File: src/rtl/bnn_conv_pool_stream_if.sv
// bnn_conv_pool_stream_if
//   Stream bundle for the binary convolution/pool neuron.
//   Input beat side : in_valid, in_ready, in_act[KK], in_wgt[KK], in_last_ch
//   Output side     : out_valid, out_ready, out_bit, out_sum[ACC_W] (signed)
//   Status          : ch_err (sticky channel-count disagreement)
//   master = producer/consumer environment, slave = the neuron block.
interface bnn_conv_pool_stream_if #(
  parameter int KSIZE = 3,
  parameter int CH    = 3
);
  localparam int KK    = KSIZE * KSIZE;
  localparam int ACC_W = $clog2(CH * KK + 1) + 1;

  logic                    in_valid;
  logic                    in_ready;
  logic [KK-1:0]           in_act;
  logic [KK-1:0]           in_wgt;
  logic                    in_last_ch;
  logic                    out_valid;
  logic                    out_ready;
  logic                    out_bit;
  logic signed [ACC_W-1:0] out_sum;
  logic                    ch_err;

  modport master (
    output in_valid, in_act, in_wgt, in_last_ch, out_ready,
    input  in_ready, out_valid, out_bit, out_sum, ch_err
  );

  modport slave (
    input  in_valid, in_act, in_wgt, in_last_ch, out_ready,
    output in_ready, out_valid, out_bit, out_sum, ch_err
  );
endinterface

File: src/rtl/bnn_conv_pool_stream.sv
// bnn_conv_pool_stream
//   Streaming binary-convolution neuron. Each accepted beat carries one
//   channel's KxK activation and weight windows; XNOR-popcount gives a
//   signed +/-1 sum, accumulated over CH beats, thresholded to one
//   activation bit, and (optionally) OR-pooled over four activations.
// Ports
//   clk  : clock, all state on rising edge
//   rstn : asynchronous reset, active HIGH despite the name
//   bus  : bnn_conv_pool_stream_if.slave (input beat stream, output
//          feature bit + accumulator sum, sticky ch_err)
// Parameters
//   KSIZE  : kernel edge (KK = KSIZE*KSIZE window bits)
//   CH     : channel beats per neuron (>= 1)
//   THRESH : signed threshold, activation = (sum >= THRESH)
// Build option
//   BNN_POOL_EN : when defined, one output per four activations (2x2 OR
//                 pool); otherwise every activation is emitted directly.
module bnn_conv_pool_stream #(
  parameter int KSIZE  = 3,
  parameter int CH     = 3,
  parameter int THRESH = 0
) (
  input logic                    clk,
  input logic                    rstn,
  bnn_conv_pool_stream_if.slave  bus
);
  localparam int KK    = KSIZE * KSIZE;
  localparam int ACC_W = $clog2(CH * KK + 1) + 1;
  localparam int CW    = (CH > 1) ? $clog2(CH) : 1;
  localparam logic [CW-1:0]           CH_LAST = CW'(CH - 1);
  localparam logic signed [ACC_W-1:0] KK_S    = ACC_W'(KK);

  logic [CW-1:0]           ch_cnt_q, ch_cnt_d;
  logic signed [ACC_W-1:0] acc_q, acc_d;
  logic signed [ACC_W-1:0] out_sum_q, out_sum_d;
  logic                    out_valid_q, out_valid_d;
  logic                    out_bit_q, out_bit_d;
  logic                    ch_err_q, ch_err_d;
`ifdef BNN_POOL_EN
  logic [1:0]              pos_cnt_q, pos_cnt_d;
  logic                    pool_q, pool_d;
`endif

  logic [KK-1:0]           match;
  logic [ACC_W-1:0]        m;
  logic signed [ACC_W-1:0] s, acc_base, final_sum;
  logic                    in_ready, accept, last_ch, act, complete, emit, new_bit;

  always_comb begin
    match = ~(bus.in_act ^ bus.in_wgt);
    m = '0;
    for (int i = 0; i < KK; i++) m = m + ACC_W'(match[i]);
    s = $signed(m << 1) - KK_S;

    last_ch   = (ch_cnt_q == CH_LAST);
    // channel 0 starts a fresh sum; this also covers CH == 1
    acc_base  = (ch_cnt_q == '0) ? '0 : acc_q;
    final_sum = acc_base + s;
    act       = (int'(final_sum) >= THRESH);

    // a completion can only be accepted when the output slot is free
    // or is being drained on the same edge
    in_ready = ~out_valid_q | bus.out_ready;
    accept   = bus.in_valid & in_ready;
    complete = accept & last_ch;

    ch_cnt_d    = ch_cnt_q;
    acc_d       = acc_q;
    ch_err_d    = ch_err_q;
    out_valid_d = out_valid_q;
    out_bit_d   = out_bit_q;
    out_sum_d   = out_sum_q;

    if (accept) begin
      acc_d    = final_sum;
      ch_cnt_d = last_ch ? '0 : ch_cnt_q + CW'(1);
      if (bus.in_last_ch != last_ch) ch_err_d = 1'b1;
    end

`ifdef BNN_POOL_EN
    pos_cnt_d = pos_cnt_q;
    pool_d    = pool_q;
    emit      = 1'b0;
    new_bit   = pool_q | act;
    if (complete) begin
      pool_d    = (pos_cnt_q == 2'd0) ? act : (pool_q | act);
      pos_cnt_d = pos_cnt_q + 2'd1;
      emit      = (pos_cnt_q == 2'd3);
    end
`else
    emit    = complete;
    new_bit = act;
`endif

    if (out_valid_q & bus.out_ready) out_valid_d = 1'b0;
    if (emit) begin
      out_valid_d = 1'b1;
      out_bit_d   = new_bit;
      out_sum_d   = final_sum;
    end
  end

  always_ff @(posedge clk or posedge rstn) begin
    if (rstn) begin
      ch_cnt_q    <= '0;
      acc_q       <= '0;
      out_sum_q   <= '0;
      out_valid_q <= 1'b0;
      out_bit_q   <= 1'b0;
      ch_err_q    <= 1'b0;
`ifdef BNN_POOL_EN
      pos_cnt_q   <= '0;
      pool_q      <= 1'b0;
`endif
    end else begin
      ch_cnt_q    <= ch_cnt_d;
      acc_q       <= acc_d;
      out_sum_q   <= out_sum_d;
      out_valid_q <= out_valid_d;
      out_bit_q   <= out_bit_d;
      ch_err_q    <= ch_err_d;
`ifdef BNN_POOL_EN
      pos_cnt_q   <= pos_cnt_d;
      pool_q      <= pool_d;
`endif
    end
  end

  assign bus.in_ready  = in_ready;
  assign bus.out_valid = out_valid_q;
  assign bus.out_bit   = out_bit_q;
  assign bus.out_sum   = out_sum_q;
  assign bus.ch_err    = ch_err_q;
endmodule

File: src/flat_wrapper.sv
// flat-port wrapper written by rule: the top's interface ports become plain ports
module bnn_conv_pool_stream_flat 
#(
  parameter int KSIZE  = 3,
  parameter int CH     = 3,
  parameter int THRESH = 0
)
  (clk, rstn, bus_in_valid, bus_in_act, bus_in_wgt, bus_in_last_ch, bus_out_ready, bus_in_ready, bus_out_valid, bus_out_bit, bus_out_sum, bus_ch_err);
  bnn_conv_pool_stream_if #(.KSIZE(KSIZE), .CH(CH)) bus_i ();
  input logic clk;
  input logic rstn;
  input wire logic [$bits(bus_i.in_valid)-1:0] bus_in_valid;
  input wire logic [$bits(bus_i.in_act)-1:0] bus_in_act;
  input wire logic [$bits(bus_i.in_wgt)-1:0] bus_in_wgt;
  input wire logic [$bits(bus_i.in_last_ch)-1:0] bus_in_last_ch;
  input wire logic [$bits(bus_i.out_ready)-1:0] bus_out_ready;
  output wire logic [$bits(bus_i.in_ready)-1:0] bus_in_ready;
  output wire logic [$bits(bus_i.out_valid)-1:0] bus_out_valid;
  output wire logic [$bits(bus_i.out_bit)-1:0] bus_out_bit;
  output wire logic [$bits(bus_i.out_sum)-1:0] bus_out_sum;
  output wire logic [$bits(bus_i.ch_err)-1:0] bus_ch_err;
  assign bus_i.in_valid = bus_in_valid;
  assign bus_i.in_act = bus_in_act;
  assign bus_i.in_wgt = bus_in_wgt;
  assign bus_i.in_last_ch = bus_in_last_ch;
  assign bus_i.out_ready = bus_out_ready;
  assign bus_in_ready = bus_i.in_ready;
  assign bus_out_valid = bus_i.out_valid;
  assign bus_out_bit = bus_i.out_bit;
  assign bus_out_sum = bus_i.out_sum;
  assign bus_ch_err = bus_i.ch_err;
  bnn_conv_pool_stream #(.KSIZE(KSIZE), .CH(CH), .THRESH(THRESH)) u_core (.clk(clk), .rstn(rstn), .bus(bus_i));
endmodule
File: config.mk
export PLATFORM = sky130hd
export DESIGN_NAME = bnn_conv_pool_stream_flat
export DESIGN_NICKNAME = d
export VERILOG_FILES = /design/src/rtl/bnn_conv_pool_stream_if.sv /design/src/rtl/bnn_conv_pool_stream.sv /design/src/flat_wrapper.sv
export SDC_FILE = /design/constraint.sdc
export NUM_CORES = 1
export LEC_CHECK = 0
export CAP_MARGIN = 20
export CORE_UTILIZATION = 30
export DETAILED_ROUTE_END_ITERATION = 8
export PLACE_DENSITY_LB_ADDON = 0.25
export SLEW_MARGIN = 20
export SYNTH_ARGS = -nofsm -noshare
export SYNTH_HDL_FRONTEND = slang
export SYNTH_SLANG_ARGS = --single-unit
File: constraint.sdc
create_clock -name clk -period 3.4 [get_ports clk]
set_input_delay 0.85 -clock clk [delete_from_list [all_inputs] [get_ports clk]]
set_output_delay 0.85 -clock clk [all_outputs]
set_load 0.01 [all_outputs]
==> results of run 1 <==
[metal layers]
layer / wire [um] / share of wire [%] / vias to the layer above / global-route usage (%)
met3: 76 / 3.0 / 4 / 3.65
met5: 0 / 0 / - / 0
li1: - / - / 476 / -
met2: 1340 / 54 / 12 / 22.7
met4: 18 / 0.72 / 0 / 3.26
met1: 1060 / 43 / 451 / 17.0
[worst min path at each step]
stage | from | endpoint | slack (ns) | cells after the start
after CTS | u_core.bus.ch_err | u_core.bus.ch_err | 0.47 | 1
after global placement | u_core.bus.ch_err | u_core.bus.ch_err | 0.44 | 1
final | u_core.bus.ch_err | u_core.bus.ch_err | 0.46 | 1
after detailed placement | u_core.bus.ch_err | u_core.bus.ch_err | 0.45 | 1
after floorplan | u_core.acc_q[1] | u_core.acc_q[1] | 0.45 | 2
after global routing | u_core.bus.ch_err | u_core.bus.ch_err | 0.49 | 1
[metrics by stage]
stage / std cells / setup WS (ns)
floorplan: 124 / -1.54
global placement: 208 / -2.04
detailed placement: 208 / -2.10
CTS: 213 / -1.58
global route: 215 / -1.66
finish: 215 / -1.52
[sequential cells by signal, indices dropped and copies added, names as in the netlist]
signal / count
u_core.bus.out_bit: 1
u_core.bus.ch_err: 1
u_core.ch_cnt_q: 2
u_core.bus.out_sum: 6
u_core.bus.out_valid: 1
u_core.acc_q: 6
[cells in the mapped netlist (all sizes together)]
library cell	n	area, um^2
buf	1	5.00
clkbuf	1	3.75
inv	16	60.1
nand2	20	77.6
a21oi	7	38.8
and2	3	18.8
o21ai	7	35.0
or2	1	6.26
nor2	5	18.8
nor2b	1	6.26
ha	14	175
a21o	2	15.0
nand2b	3	18.8
mux2	3	33.8
xor2	10	95.1
a31oi	1	6.26
fa	6	120
xnor2	5	43.8
dfrtp	17	425
mux2i	1	10.0
[timing repair]
item                                    CTS  global route
resized for setup                        33             7
setup buffers                             1             2
endpoints found under the setup margin   11            11
pin swaps                                19             7
[cell families (layout without fill, tap and decap cells)]
family	after synthesis	count (layout)	synth area share (%)
flops	17	17	35.1
mux	4	4	3.61
simple gates	33	33	12.1
fa+ha+maj	20	20	24.3
xor+xnor	15	15	11.4
buf+inv	18	61	5.67
compound gates	17	17	7.83
[layout make-up]
type | instances | area, um^2 | area share, %
Sequential cell | 17 | 425 | 22.9
Timing Repair Buffer | 41 | 395 | 21.3
Tap cell | 48 | 60.1 | 3.23
Inverter | 16 | 62.6 | 3.37
Clock buffer | 4 | 45.0 | 2.42
Multi-Input combinational cell | 89 | 870 | 46.8
[critical path, stage by stage]
cell and delay [ns]:
buf_6 0.10, xnor2_2 0.12, ha_1 0.29, inv_2 0.04, fa_1 0.51, fa_1 0.42, fa_1 0.45, inv_2 0.08
ha_4 0.13, inv_2 0.03, fa_2 0.54, ha_4 0.21, fa_2 0.39, nand2b_4 0.15, a21oi_4 0.14, xor2_2 0.24
xnor2_2 0.10, mux2_4 0.27
==> Implementation_results.wiki, run 1 <==
{| class="wikitable"
! Metric !! Value
|-
| Placement-stage cell area || between 0.0015 and 0.002 mm^2
|-
| Post-synthesis area per instance || 9.79 um^2
|-
| Category of the most critical setup path || in2reg
|-
| Startpoint type of the worst setup path || primary input
|-
| Total core area || approximately 0.0038 mm^2
|-
| Synthesized netlist cell count || 124
|-
| Ratio of routed vias to standard cells || 4.39
|-
| Count of unresolved DRC violations after routing || 0
|-
| Vertical die dimension || 65.6 um
|-
| Post-route clock period utilization || 145%
|-
| Worst Reg2Reg Path Length in Cells || 12
|-
| Tightest Hold Check Type || reg2reg
|-
| Detailed-route wire length per cell || roughly 12 um
|-
| Setup repair after global routing missed its margin || true
|-
| Vias in the first global route || between 900 and 1000
|-
| Most frequent cells in the layout || clkdlybuf4s50_1 (24), nand2_1 (19), dfrtp_1 (17)
|-
| Aggregate routed wire length || 2490 um
|-
| Clock input transition at the sequential cells of the worst setup and hold paths || 0.07 ns
|-
| Antenna violations before repair || 0
|-
| Reported max-cap violation count || 0
|-
| Arrival time worst endpoint || between 5 and 6 ns
|-
| Smallest hold slack || 0.463 ns
|-
| Setup-failing EPs final || 11
|-
| Final worst-path setup slack || -1.52 ns
|-
| End of the critical path || u_core.bus.out_bit
|-
| First-pass GRT wire length || around 4400 um
|-
| Number of nets in the layout || 211
|-
| Cell variety after synth || 23
|-
| DR vias || roughly 940
|-
| Tightest Pin Transition || approximately 0.63 ns
|-
| Clock Skews || 0.00291 ns
|-
| Yosys warning total || 0
|-
| Outcome || complete, but fails checks
|-
| Clock tree from TritonCTS || built
|-
| Final total negative setup slack || -11.86 ns
|-
| End of the worst register-to-register path || u_core.bus.out_bit
|-
| Max-slew violation count || 0
|-
| Placed wire-length estimate after detailed placement || roughly 1900 um
|-
| Maximum clock frequency || 203 MHz
|-
| CTS Root Cell || clkbuf_8
|-
| Number of antenna cells inserted || 0
|-
| Post-detailed-route count of antenna-violating nets || 0
|-
| Violated checks || negative setup slack
|-
| Post-synthesis net count || 167
|-
| Overall die width || about 66 um
|-
| Count of standard-cell rows || 22
|-
| Worst path required time || 3.54 ns
|-
| Global routing usage summed across all routing layers || 13.5%
|-
| Count of hold-fix buffers inserted at cts || 0
|-
| Fillcell total || 340
|-
| Buffers on Ports || 32
|-
| Maximum number of pins on one net before global-route repair || 18
|-
| Setup slack, reg-to-reg || 0.66 ns
|-
| Total overflow reported by the global router || 0
|-
| CTS max path bufs || 2
|-
| Max FO, Critical Path || 3
|-
| Type of element capturing the critical path || flop
|-
| Clock period minus worst slack || 4.92 ns
|-
| Launching element of the worst setup path || bus_in_act[0]
|-
| I/O pin count || 33
|-
| Final std cell area, no fill || 0.00186 mm^2
|-
| Total clock buffers created by CTS || 3
|-
| Final hold viol count || 0
|-
| CTS sink count || 17
|-
| Most common library cell in the layout ignoring fill and taps || clkdlybuf4s50_1
|-
| Synth Register Bits || 17
|-
| Part of the Yosys area used for sequential elements || 35.1%
|-
| Share of post-route cells with drive strength above 1 || a little over a quarter
|-
| Drt first-iter violations || 17
|-
| Initial Utilization || about a third
|-
| Area growth, synth to finish || 53.1%
|-
| Routability cong. || 0.799
|-
| Area of the mapped netlist || 0.00121 mm^2
|-
| Maximum level of the CTS H-tree || 1
|-
| Worst reg2reg path startpoint || u_core.ch_cnt_q[0]
|-
| Post-layout util || 49.3%
|-
| Iteration count of the initial detailed-routing pass || 4
|-
| Area of the die || 0.00430 mm^2
|-
| Clock latency on the worst-skew pair || approximately 0.26 ns
|-
| Relative slew slack || 57.7%
|}
Power of run 1 is not shown: default switching activity piles up to over one toggle a cycle in this logic, so the estimate is an artifact.
==> run 2: changes to the inputs <==
- SLEW_MARGIN: 20 -> default
==> results of run 2 <==
Final layout, timing and power as in run 1 (identical DEF).
Power of run 2 is left out for the same reason.
==> run 3: changes to the inputs <==
- SKIP_LAST_GASP: default -> 1
==> results of run 3 <==
Final layout, timing and power as in run 1 (identical DEF).
Power of run 3 is left out for the same reason.
